### src/rtl/mem_access_pkg.sv
// Shared encodings and lane helpers for the byte-enabled RAM access controller.
package mem_access_pkg;

    typedef enum logic [1:0] {
        W_BYTE = 2'b00,
        W_HALF = 2'b01,
        W_WORD = 2'b10,
        W_ILL  = 2'b11
    } width_e;

    typedef enum logic [1:0] {
        ST_IDLE,
        ST_ISSUE,
        ST_WAIT,
        ST_RESP
    } state_e;

    // The reserved width encoding is rejected the same way as a misaligned access.
    function automatic logic is_misaligned(input width_e w, input logic [1:0] lo);
        case (w)
            W_BYTE:  is_misaligned = 1'b0;
            W_HALF:  is_misaligned = lo[0];
            W_WORD:  is_misaligned = (lo != 2'b00);
            default: is_misaligned = 1'b1;
        endcase
    endfunction

    function automatic logic [3:0] store_byte_en(input width_e w, input logic [1:0] lo);
        case (w)
            W_BYTE:  store_byte_en = 4'b0001 << lo;
            W_HALF:  store_byte_en = 4'b0011 << {lo[1], 1'b0};
            W_WORD:  store_byte_en = 4'b1111;
            default: store_byte_en = 4'b0000;
        endcase
    endfunction

    function automatic logic [31:0] store_lanes(input width_e w, input logic [31:0] d);
        case (w)
            W_BYTE:  store_lanes = {4{d[7:0]}};
            W_HALF:  store_lanes = {2{d[15:0]}};
            default: store_lanes = d;
        endcase
    endfunction

endpackage

### src/rtl/mem_access_ctrl_if.sv
// Request, response and RAM-side signals of the memory access controller.
interface mem_access_ctrl_if #(parameter int ADDR_WIDTH = 14);
    logic                  req_valid;
    logic                  req_ready;
    logic                  req_we;
    logic [1:0]            req_width;
    logic                  req_unsigned;
    logic [31:0]           req_addr;
    logic [31:0]           req_wdata;
    logic                  resp_valid;
    logic [31:0]           resp_rdata;
    logic                  resp_misaligned;
    logic [ADDR_WIDTH-1:0] mem_addr;
    logic [31:0]           mem_din;
    logic [3:0]            mem_write_en;
    logic [31:0]           mem_dout;

    modport master (
        output req_valid, req_we, req_width, req_unsigned, req_addr, req_wdata, mem_dout,
        input  req_ready, resp_valid, resp_rdata, resp_misaligned, mem_addr, mem_din, mem_write_en
    );

    modport slave (
        input  req_valid, req_we, req_width, req_unsigned, req_addr, req_wdata, mem_dout,
        output req_ready, resp_valid, resp_rdata, resp_misaligned, mem_addr, mem_din, mem_write_en
    );
endinterface

### src/rtl/mem_access_ctrl_load_align_ext.sv
// Selects the addressed byte/half lane of a RAM word and sign- or zero-extends it.
// Purely combinational; no state, no backpressure.
module load_align_ext
    import mem_access_pkg::*;
(
    input  logic [31:0] dout,
    input  logic [1:0]  addr_lo,
    input  width_e      width,
    input  logic        is_unsigned,
    output logic [31:0] result
);
    logic [7:0]  byte_sel;
    logic [15:0] half_sel;

    always_comb begin
        case (addr_lo)
            2'd0:    byte_sel = dout[7:0];
            2'd1:    byte_sel = dout[15:8];
            2'd2:    byte_sel = dout[23:16];
            default: byte_sel = dout[31:24];
        endcase
        half_sel = addr_lo[1] ? dout[31:16] : dout[15:0];

        case (width)
            W_BYTE:  result = {{24{byte_sel[7] & ~is_unsigned}}, byte_sel};
            W_HALF:  result = {{16{half_sel[15] & ~is_unsigned}}, half_sel};
            default: result = dout;
        endcase
    end
endmodule

### src/rtl/mem_access_ctrl.sv
// Load/store controller for a 32-bit byte-enabled synchronous RAM; one access in flight.
// Latency: misaligned 1, store 2, load 3 cycles after acceptance; response cannot be stalled.
module mem_access_ctrl
    import mem_access_pkg::*;
#(
    parameter int ADDR_WIDTH = 14
) (
    input  logic               clk,
    input  logic               reset_n,
    mem_access_ctrl_if.slave   bus
);
    state_e                state_q, state_d;
    logic [1:0]            addr_lo_q, addr_lo_d;
    width_e                width_q, width_d;
    logic                  unsigned_q, unsigned_d;
    logic                  we_q, we_d;
    logic [ADDR_WIDTH-1:0] mem_addr_q, mem_addr_d;
    logic [31:0]           mem_din_q, mem_din_d;
    logic [3:0]            mem_we_q, mem_we_d;
    logic                  resp_valid_q, resp_valid_d;
    logic [31:0]           resp_rdata_q, resp_rdata_d;
    logic                  resp_mis_q, resp_mis_d;

    width_e      req_width;
    logic [31:0] load_data;
    logic        unused_addr_bits;

    assign req_width        = width_e'(bus.req_width);
    assign unused_addr_bits = ^bus.req_addr[31:ADDR_WIDTH+2];

    load_align_ext u_align (
        .dout        (bus.mem_dout),
        .addr_lo     (addr_lo_q),
        .width       (width_q),
        .is_unsigned (unsigned_q),
        .result      (load_data)
    );

    always_comb begin
        state_d      = state_q;
        addr_lo_d    = addr_lo_q;
        width_d      = width_q;
        unsigned_d   = unsigned_q;
        we_d         = we_q;
        mem_addr_d   = mem_addr_q;
        mem_din_d    = mem_din_q;
        mem_we_d     = 4'b0000;
        resp_valid_d = 1'b0;
        resp_rdata_d = resp_rdata_q;
        resp_mis_d   = resp_mis_q;

        case (state_q)
            ST_IDLE: begin
                if (bus.req_valid) begin
                    addr_lo_d  = bus.req_addr[1:0];
                    width_d    = req_width;
                    unsigned_d = bus.req_unsigned;
                    we_d       = bus.req_we;
                    if (is_misaligned(req_width, bus.req_addr[1:0])) begin
                        state_d      = ST_RESP;
                        resp_valid_d = 1'b1;
                        resp_mis_d   = 1'b1;
                        resp_rdata_d = 32'h0;
                    end else begin
                        state_d    = ST_ISSUE;
                        mem_addr_d = bus.req_addr[ADDR_WIDTH+1:2];
                        mem_din_d  = store_lanes(req_width, bus.req_wdata);
                        mem_we_d   = bus.req_we ? store_byte_en(req_width, bus.req_addr[1:0]) : 4'b0000;
                    end
                end
            end
            ST_ISSUE: begin
                if (we_q) begin
                    state_d      = ST_RESP;
                    resp_valid_d = 1'b1;
                    resp_mis_d   = 1'b0;
                    resp_rdata_d = 32'h0;
                end else begin
                    state_d = ST_WAIT;
                end
            end
            // RAM read data for the address driven in ISSUE is present now.
            ST_WAIT: begin
                state_d      = ST_RESP;
                resp_valid_d = 1'b1;
                resp_mis_d   = 1'b0;
                resp_rdata_d = load_data;
            end
            default: state_d = ST_IDLE;
        endcase
    end

    always_ff @(posedge clk or negedge reset_n) begin
        if (!reset_n) begin
            state_q      <= ST_IDLE;
            addr_lo_q    <= 2'b00;
            width_q      <= W_BYTE;
            unsigned_q   <= 1'b0;
            we_q         <= 1'b0;
            mem_addr_q   <= '0;
            mem_din_q    <= 32'h0;
            mem_we_q     <= 4'b0000;
            resp_valid_q <= 1'b0;
            resp_rdata_q <= 32'h0;
            resp_mis_q   <= 1'b0;
        end else begin
            state_q      <= state_d;
            addr_lo_q    <= addr_lo_d;
            width_q      <= width_d;
            unsigned_q   <= unsigned_d;
            we_q         <= we_d;
            mem_addr_q   <= mem_addr_d;
            mem_din_q    <= mem_din_d;
            mem_we_q     <= mem_we_d;
            resp_valid_q <= resp_valid_d;
            resp_rdata_q <= resp_rdata_d;
            resp_mis_q   <= resp_mis_d;
        end
    end

    assign bus.req_ready       = (state_q == ST_IDLE);
    assign bus.resp_valid      = resp_valid_q;
    assign bus.resp_rdata      = resp_rdata_q;
    assign bus.resp_misaligned = resp_mis_q;
    assign bus.mem_addr        = mem_addr_q;
    assign bus.mem_din         = mem_din_q;
    assign bus.mem_write_en    = mem_we_q;
endmodule

### src/flat_wrapper.sv
// flat-port wrapper written by rule: the top's interface ports become plain ports
module mem_access_ctrl_flat import mem_access_pkg::*;
#(
    parameter int ADDR_WIDTH = 14
)
  (clk, reset_n, bus_req_valid, bus_req_we, bus_req_width, bus_req_unsigned, bus_req_addr, bus_req_wdata, bus_mem_dout, bus_req_ready, bus_resp_valid, bus_resp_rdata, bus_resp_misaligned, bus_mem_addr, bus_mem_din, bus_mem_write_en);
  mem_access_ctrl_if #(.ADDR_WIDTH(ADDR_WIDTH)) bus_i ();
  input  logic clk;
  input  logic reset_n;
  input wire logic [$bits(bus_i.req_valid)-1:0] bus_req_valid;
  input wire logic [$bits(bus_i.req_we)-1:0] bus_req_we;
  input wire logic [$bits(bus_i.req_width)-1:0] bus_req_width;
  input wire logic [$bits(bus_i.req_unsigned)-1:0] bus_req_unsigned;
  input wire logic [$bits(bus_i.req_addr)-1:0] bus_req_addr;
  input wire logic [$bits(bus_i.req_wdata)-1:0] bus_req_wdata;
  input wire logic [$bits(bus_i.mem_dout)-1:0] bus_mem_dout;
  output wire logic [$bits(bus_i.req_ready)-1:0] bus_req_ready;
  output wire logic [$bits(bus_i.resp_valid)-1:0] bus_resp_valid;
  output wire logic [$bits(bus_i.resp_rdata)-1:0] bus_resp_rdata;
  output wire logic [$bits(bus_i.resp_misaligned)-1:0] bus_resp_misaligned;
  output wire logic [$bits(bus_i.mem_addr)-1:0] bus_mem_addr;
  output wire logic [$bits(bus_i.mem_din)-1:0] bus_mem_din;
  output wire logic [$bits(bus_i.mem_write_en)-1:0] bus_mem_write_en;
  assign bus_i.req_valid = bus_req_valid;
  assign bus_i.req_we = bus_req_we;
  assign bus_i.req_width = bus_req_width;
  assign bus_i.req_unsigned = bus_req_unsigned;
  assign bus_i.req_addr = bus_req_addr;
  assign bus_i.req_wdata = bus_req_wdata;
  assign bus_i.mem_dout = bus_mem_dout;
  assign bus_req_ready = bus_i.req_ready;
  assign bus_resp_valid = bus_i.resp_valid;
  assign bus_resp_rdata = bus_i.resp_rdata;
  assign bus_resp_misaligned = bus_i.resp_misaligned;
  assign bus_mem_addr = bus_i.mem_addr;
  assign bus_mem_din = bus_i.mem_din;
  assign bus_mem_write_en = bus_i.mem_write_en;
  mem_access_ctrl #(.ADDR_WIDTH(ADDR_WIDTH)) u_core (.clk(clk), .reset_n(reset_n), .bus(bus_i));
endmodule
### config.mk
export PLATFORM = sky130hd
export DESIGN_NAME = mem_access_ctrl_flat
export DESIGN_NICKNAME = d
export VERILOG_FILES = /design/src/rtl/mem_access_pkg.sv /design/src/rtl/mem_access_ctrl_if.sv /design/src/rtl/mem_access_ctrl_load_align_ext.sv /design/src/rtl/mem_access_ctrl.sv /design/src/flat_wrapper.sv
export SDC_FILE = /design/constraint.sdc
export NUM_CORES = 1
export LEC_CHECK = 0
export CAP_MARGIN = 20
export CELL_PAD_IN_SITES_DETAIL_PLACEMENT = 0
export CELL_PAD_IN_SITES_GLOBAL_PLACEMENT = 1
export CORE_MARGIN = 1.5
export CORE_UTILIZATION = 35
export DETAILED_ROUTE_END_ITERATION = 6
export GPL_TIMING_DRIVEN = 0
export PLACE_DENSITY_LB_ADDON = 0.1
export SYNTH_ARGS = -nofsm -noshare
export SYNTH_HDL_FRONTEND = slang
export SYNTH_SLANG_ARGS = --single-unit
### constraint.sdc
create_clock -name clk -period 2.9 [get_ports clk]
set_clock_uncertainty 0.05 [all_clocks]
set_input_delay 0.435 -clock clk [delete_from_list [all_inputs] [get_ports clk]]
set_output_delay 0.435 -clock clk [all_outputs]
set_load 0.02 [all_outputs]
======== Word level (Yosys, flattened, before mapping) ========
Cells that the tools add are included.
operators by class
  equal/unequal tests ..................... 10
  shifts and indexed selects .............. 2
  mux-type cells .......................... 28
  bitwise gates (word level) .............. 4
  reduce and logical (&&, ||, !) cells .... 9
operator list
  operator             number
  $pmux 32 s2          2
  $mux 32              3
  $pmux 32 s3          1
  $pmux 8 s3           1
  $mux 16              1
  $mux 4               4
  $pmux 4 s3           1
  $mux 1               9
  $pmux 1 s3           3
  $eq 2x1->1 const B   4
  $logic_not 2->1      4
  $eq 2x2->1 const B   3
  $pmux 2 s3           1
  $mux 2               2
  $ne 2x1->1 const B   2
  $reduce_and 4->1     1
  $shl 1x2->4 const A  1
  $shl 2x2->4 const A  1
  $reduce_and 3->1     1
  $reduce_bool 3->1    1
  $and 1x1->1          2
  $ne 2x2->1 const B   1
  $not 1->1            2
  $reduce_and 2->1     1
  $reduce_bool 2->1    1
storage, ports and cells
  register bits after elaboration ......... 92
  logic and storage cells ................. 64

======== Logic depth before layout (Yosys ltp) ========
  depth in word-level cells ............... 7
  depth in mapped cells ................... 7
  gate-level depth less buffers ........... 6

======== Cells and area by module ========
From an unflattened synthesis, not the netlist that was laid out.
second synthesis, totals
  cell total of the unflattened synthesis .. 485
  area total of the unflattened synthesis .. 4,850.9 um^2
by module, submodules not included
  module           instances  cells each  area each (um^2)
  mem_access_ctrl  1          370         4,005.1
  load_align_ext   1          115         845.8

======== Worst setup path after synthesis ========
No wires, ideal clock.
  path type ............................... reg-to-reg
  from .................................... register u_core.state_q[0]
  to ...................................... register u_core.mem_addr_q[0], in the netlist u_core.bus.mem_addr[0]
  library setup time ...................... 0.128 ns
  arrival time ............................ 1.869 ns
  slack ................................... 0.853 ns
  stages on the path, launching flop included .. 7
  clock period less this slack ............ 2.047 ns
  cell sequence ........................... dfrtp_1 > inv_1 > ha_1 > nand2_1 > o21bai_1 > buf_2 > mux2_1
on the way
  cells in the longest elaborated chain, start to end .. 2
ends and longest elaborated chain
  item                               RTL line                RTL
  start: declaration                 mem_access_ctrl.sv:12   state_e state_q, state_d;
  start signal: assignment           mem_access_ctrl.sv:107  state_q <= state_d;
  $logic_not 2->1                    -
  via bus_req_ready                  flat_wrapper.sv:17      output wire logic [$bits(bus_i.req_ready)-1:0] bus_req_ready;
  $reduce_and 3->1 (no source line)  -
  end signal: assignment             mem_access_ctrl.sv:112  mem_addr_q <= mem_addr_d;
  end: declaration                   mem_access_ctrl.sv:17   logic [ADDR_WIDTH-1:0] mem_addr_q, mem_addr_d;
The timed path passes the listed nets, and every way through them passes these cells.
A chain may end at the register's enable or synchronous reset.

======== Final worst setup path ========
  from .................................... register u_core.state_q[0]
  to ...................................... output port bus_req_ready
on the way
  cells in the longest elaborated chain, start to end .. 1
ends and longest elaborated chain
  item              RTL line                RTL
  $logic_not 2->1   mem_access_ctrl.sv:121  assign bus.req_ready = (state_q == ST_IDLE);
  end: declaration  flat_wrapper.sv:17
Every way passes these cells.

==> out/qor.yml <==
clock_tree:
  post_cts_buffers: 0
  hold_buffers: 0
  clockBufferDepth: 2
  cts_tree: "built"
  clock_latency_ps: 350
  cts_made_buffers: 9
  ctsRootBufferMaster: "clkbuf_16"
  cts_htree_levels: 3
  clkSlewWorstSetupHoldPaths_ps: 60
  numClockSinks: 92
  cts_resized: 0
flow_run:
  maxCapViolCount: 0
die:
  rows: 41
  ios: 188
  fp.dieW_um: 116
  fp.dieArea_sq_um: 13500
  design.core.area_sq_um: 12600
  die_h_um: 116
  initial_core_util: 0.357
detailed_routing:
  ant_nets: 0
  remaining_drc_errors: 0
  drt_iter0_markers: 197
  wl_per_cell_um: 18.1
  totalWireLength_mm: 13.8
  drt_pass1_iterations: 5
  vias_per_cell: 5.16
  vias: 3931
timing:
  fin_crit_sh: 0.810
  slew_viol_final: 0
  tightestPinTransition_ps: 945
  min_period_ps: 2350
  relSlewSlack: 0.367
  fmax_ghz: 0.426
  finalHoldViolations: 0
  holdWs_ps: 91.8
  setup_viol: 0
  rsz0062_at_grt: "no"
  timing.final.ws_setup_ps: 552
worst_setup_path:
  critical_path.cell_chain: "inv_1 > ha_1 > clkdlybuf4s50_1"
  cp.arrival_ps: 1860
  required_ps: 2410
  end_kind: "output port"
  worstPathMaxFanout: 8
  start_kind: "flop"
  rrSetupSlack_ps: 580
  crit_slowest_cell: "clkdlybuf4s50_1"
  crit_type: "flop to output port"
  cpPeakStageDelay_ps: 680
grt:
  grt_max_degree: 54
  grt_pass1_wl_mm: 21.3
  antenna_found_initial: 0
  overflow: 0
  gr-usage-all-layers: 0.211
  grt_pass1_vias: 3963
logic_synthesis:
  syn_inst: 407
  synth_top_area_frac: 0.513
  yosysTopAreaCell: "dfrtp_1"
  syn_area_per_cell_sq_um: 11.0
  syn_area_sq_um: 4490
  ys_warn_count: 0
  synth_fp_nets: 514
  synth-seq-cells: 92
  ys_types: 44
  ys_seq_area_frac: 0.513
  synth_area_leaders: "dfrtp_1 (51%), mux2_1 (9.3%), mux2i_1 (5.8%)"
placement:
  dp_hpwl_mm: 10.3
  numPortBuffers: 168
  place.gp.congestion: 0.855
  dpl-instance-area_sq_um: 6400
  pre_cts_ws_ps: 320
pwr:
  p_leak_uw: 0.00278
  power_density_nw_per_um2: 1010
  ir_drop_v: 0.000405
layout:
  antenna_cells: 0
  drive_above_1_share: 0.0542
  mostFrequentLayoutCell: "clkdlybuf4s50_1"
  design_area_sq_um: 6680
  nets: 694
  final_cell_mix: "clkdlybuf4s50_1 (167), dfrtp_1 (92), mux2_1 (37)"
  area_delta_synth_final_pct: 48.7
status:
  outcome: "complete, no violations"
min_path:
  min-delay-path-class: "input pin to async pin"
==> through the flow <==
step           cells  total power, uW   util  setup TNS, ps
2_1_floorplan    407             4090      -              0
3_3_place_gp     747             5580  0.508        -206450
3_5_place_dp     748             5630  0.510              0
4_1_cts          762             6810  0.531              0
5_1_grt          762             7180  0.531              0
6_report         762             6740  0.531              0
==> metal layers <==
metal | vias to the layer above | part of all wire | wire length, um | track usage
met1 | 1908 | 0.44 | 6110 | 0.272
met4 | 0 | 0.019 | 267 | 0.0862
met2 | 136 | 0.46 | 6370 | 0.332
met5 | - | 0 | 0 | 0
met3 | 15 | 0.076 | 1050 | 0.0643
li1 | 1872 | - | - | -
==> sequential cells by signal, summed over array words and instances, names as in the netlist <==
| signal | cells |
|---|---|
| u_core.width_q | 2 |
| u_core.bus.mem_addr | 14 |
| u_core.bus.resp_valid | 1 |
| u_core.bus.resp_rdata | 32 |
| u_core.bus.mem_din | 32 |
| u_core.bus.mem_write_en | 4 |
| u_core.state_q | 2 |
| u_core.unsigned_q | 1 |
| u_core.addr_lo_q | 2 |
| u_core.bus.resp_misaligned | 1 |
| u_core.we_q | 1 |
==> cells in the mapped netlist <==
| cell | n |
|---|---|
| a21boi_1 | 1 |
| or3_1 | 1 |
| inv_1 | 5 |
| o21ai_1 | 27 |
| nand3_1 | 2 |
| a221o_1 | 1 |
| a222oi_1 | 1 |
| a21o_1 | 1 |
| buf_1 | 1 |
| o2bb2ai_1 | 18 |
| mux2_1 | 37 |
| a21oi_1 | 28 |
| o31ai_1 | 9 |
| clkbuf_1 | 22 |
| mux2i_1 | 26 |
| nor3b_1 | 1 |
| ha_1 | 4 |
| a21boi_0 | 1 |
| buf_4 | 1 |
| mux2_2 | 4 |
| or2b_1 | 1 |
| xor2_1 | 1 |
| o21ai_0 | 16 |
| nor3_1 | 4 |
| o211ai_1 | 1 |
| nand2_1 | 29 |
| mux2_4 | 2 |
| nand3b_1 | 1 |
| nor2b_1 | 1 |
| dfrtp_1 | 92 |
| a22oi_1 | 17 |
| nor2_1 | 12 |
| a2111oi_0 | 1 |
| o21a_1 | 1 |
| buf_6 | 2 |
| mux4_2 | 1 |
| o221ai_1 | 8 |
| o22ai_1 | 10 |
| o21bai_1 | 1 |
| inv_2 | 1 |
| or2_1 | 1 |
| or3b_1 | 1 |
| buf_2 | 7 |
| nand2b_1 | 5 |
==> area by class of cell <==
class / count / area (sq um)
buffer: 33 / 151
clock buffer: 11 / 233
clock inverter: 3 / 40.0
fill: 1143 / 5890
inverter: 6 / 22.5
multi-input combinational: 276 / 2010
sequential: 92 / 2300
tap: 172 / 215
timing repair buffer: 169 / 1700
==> logic make-up (layout without fill, tap and decap cells) <==
family	count (synthesis)	count (layout)	synth area share
compound gates	142	142	0.204
flops	92	92	0.513
mux	70	70	0.173
simple gates	59	59	0.0591
buf+inv	39	222	0.0387
fa+ha+maj	4	4	0.0111
xor+xnor	1	1	0.00195
==> where the power goes <==
| part | internal, uW | switching, uW | total (uW) |
|---|---|---|---|
| logic | 1590 | 1970 | 3570 |
| registers | 1770 | 260 | 2030 |
| clock network | 656 | 487 | 1140 |
==> final timing paths <==
check / from / end / cells after the start
min: reset_n / u_core.bus.resp_rdata[10]$_DFFE_PN0P_ / 1
max in group asynchronous: reset_n / u_core.bus.mem_din[19]$_DFFE_PN0P_ / 2
min reg2reg: u_core.bus.resp_rdata[15]$_DFFE_PN0P_ / u_core.bus.resp_rdata[15]$_DFFE_PN0P_ / 1
max reg2reg: u_core.state_q[0]$_DFFE_PN0P_ / u_core.bus.mem_addr[12]$_DFFE_PN0P_ / 6
min in group clk: u_core.bus.resp_rdata[15]$_DFFE_PN0P_ / u_core.bus.resp_rdata[15]$_DFFE_PN0P_ / 1
max: u_core.state_q[0]$_DFFE_PN0P_ / bus_req_ready / 3
==> critical path: cells and delay by family (launching register included) <==
kind                     cells  cell delay (ps)
flip-flops                   1              420
buffers and inverters        2              780
adder cells (fa/ha/maj)      1              320
No activity file was read; power rests on OpenSTA's default activity.
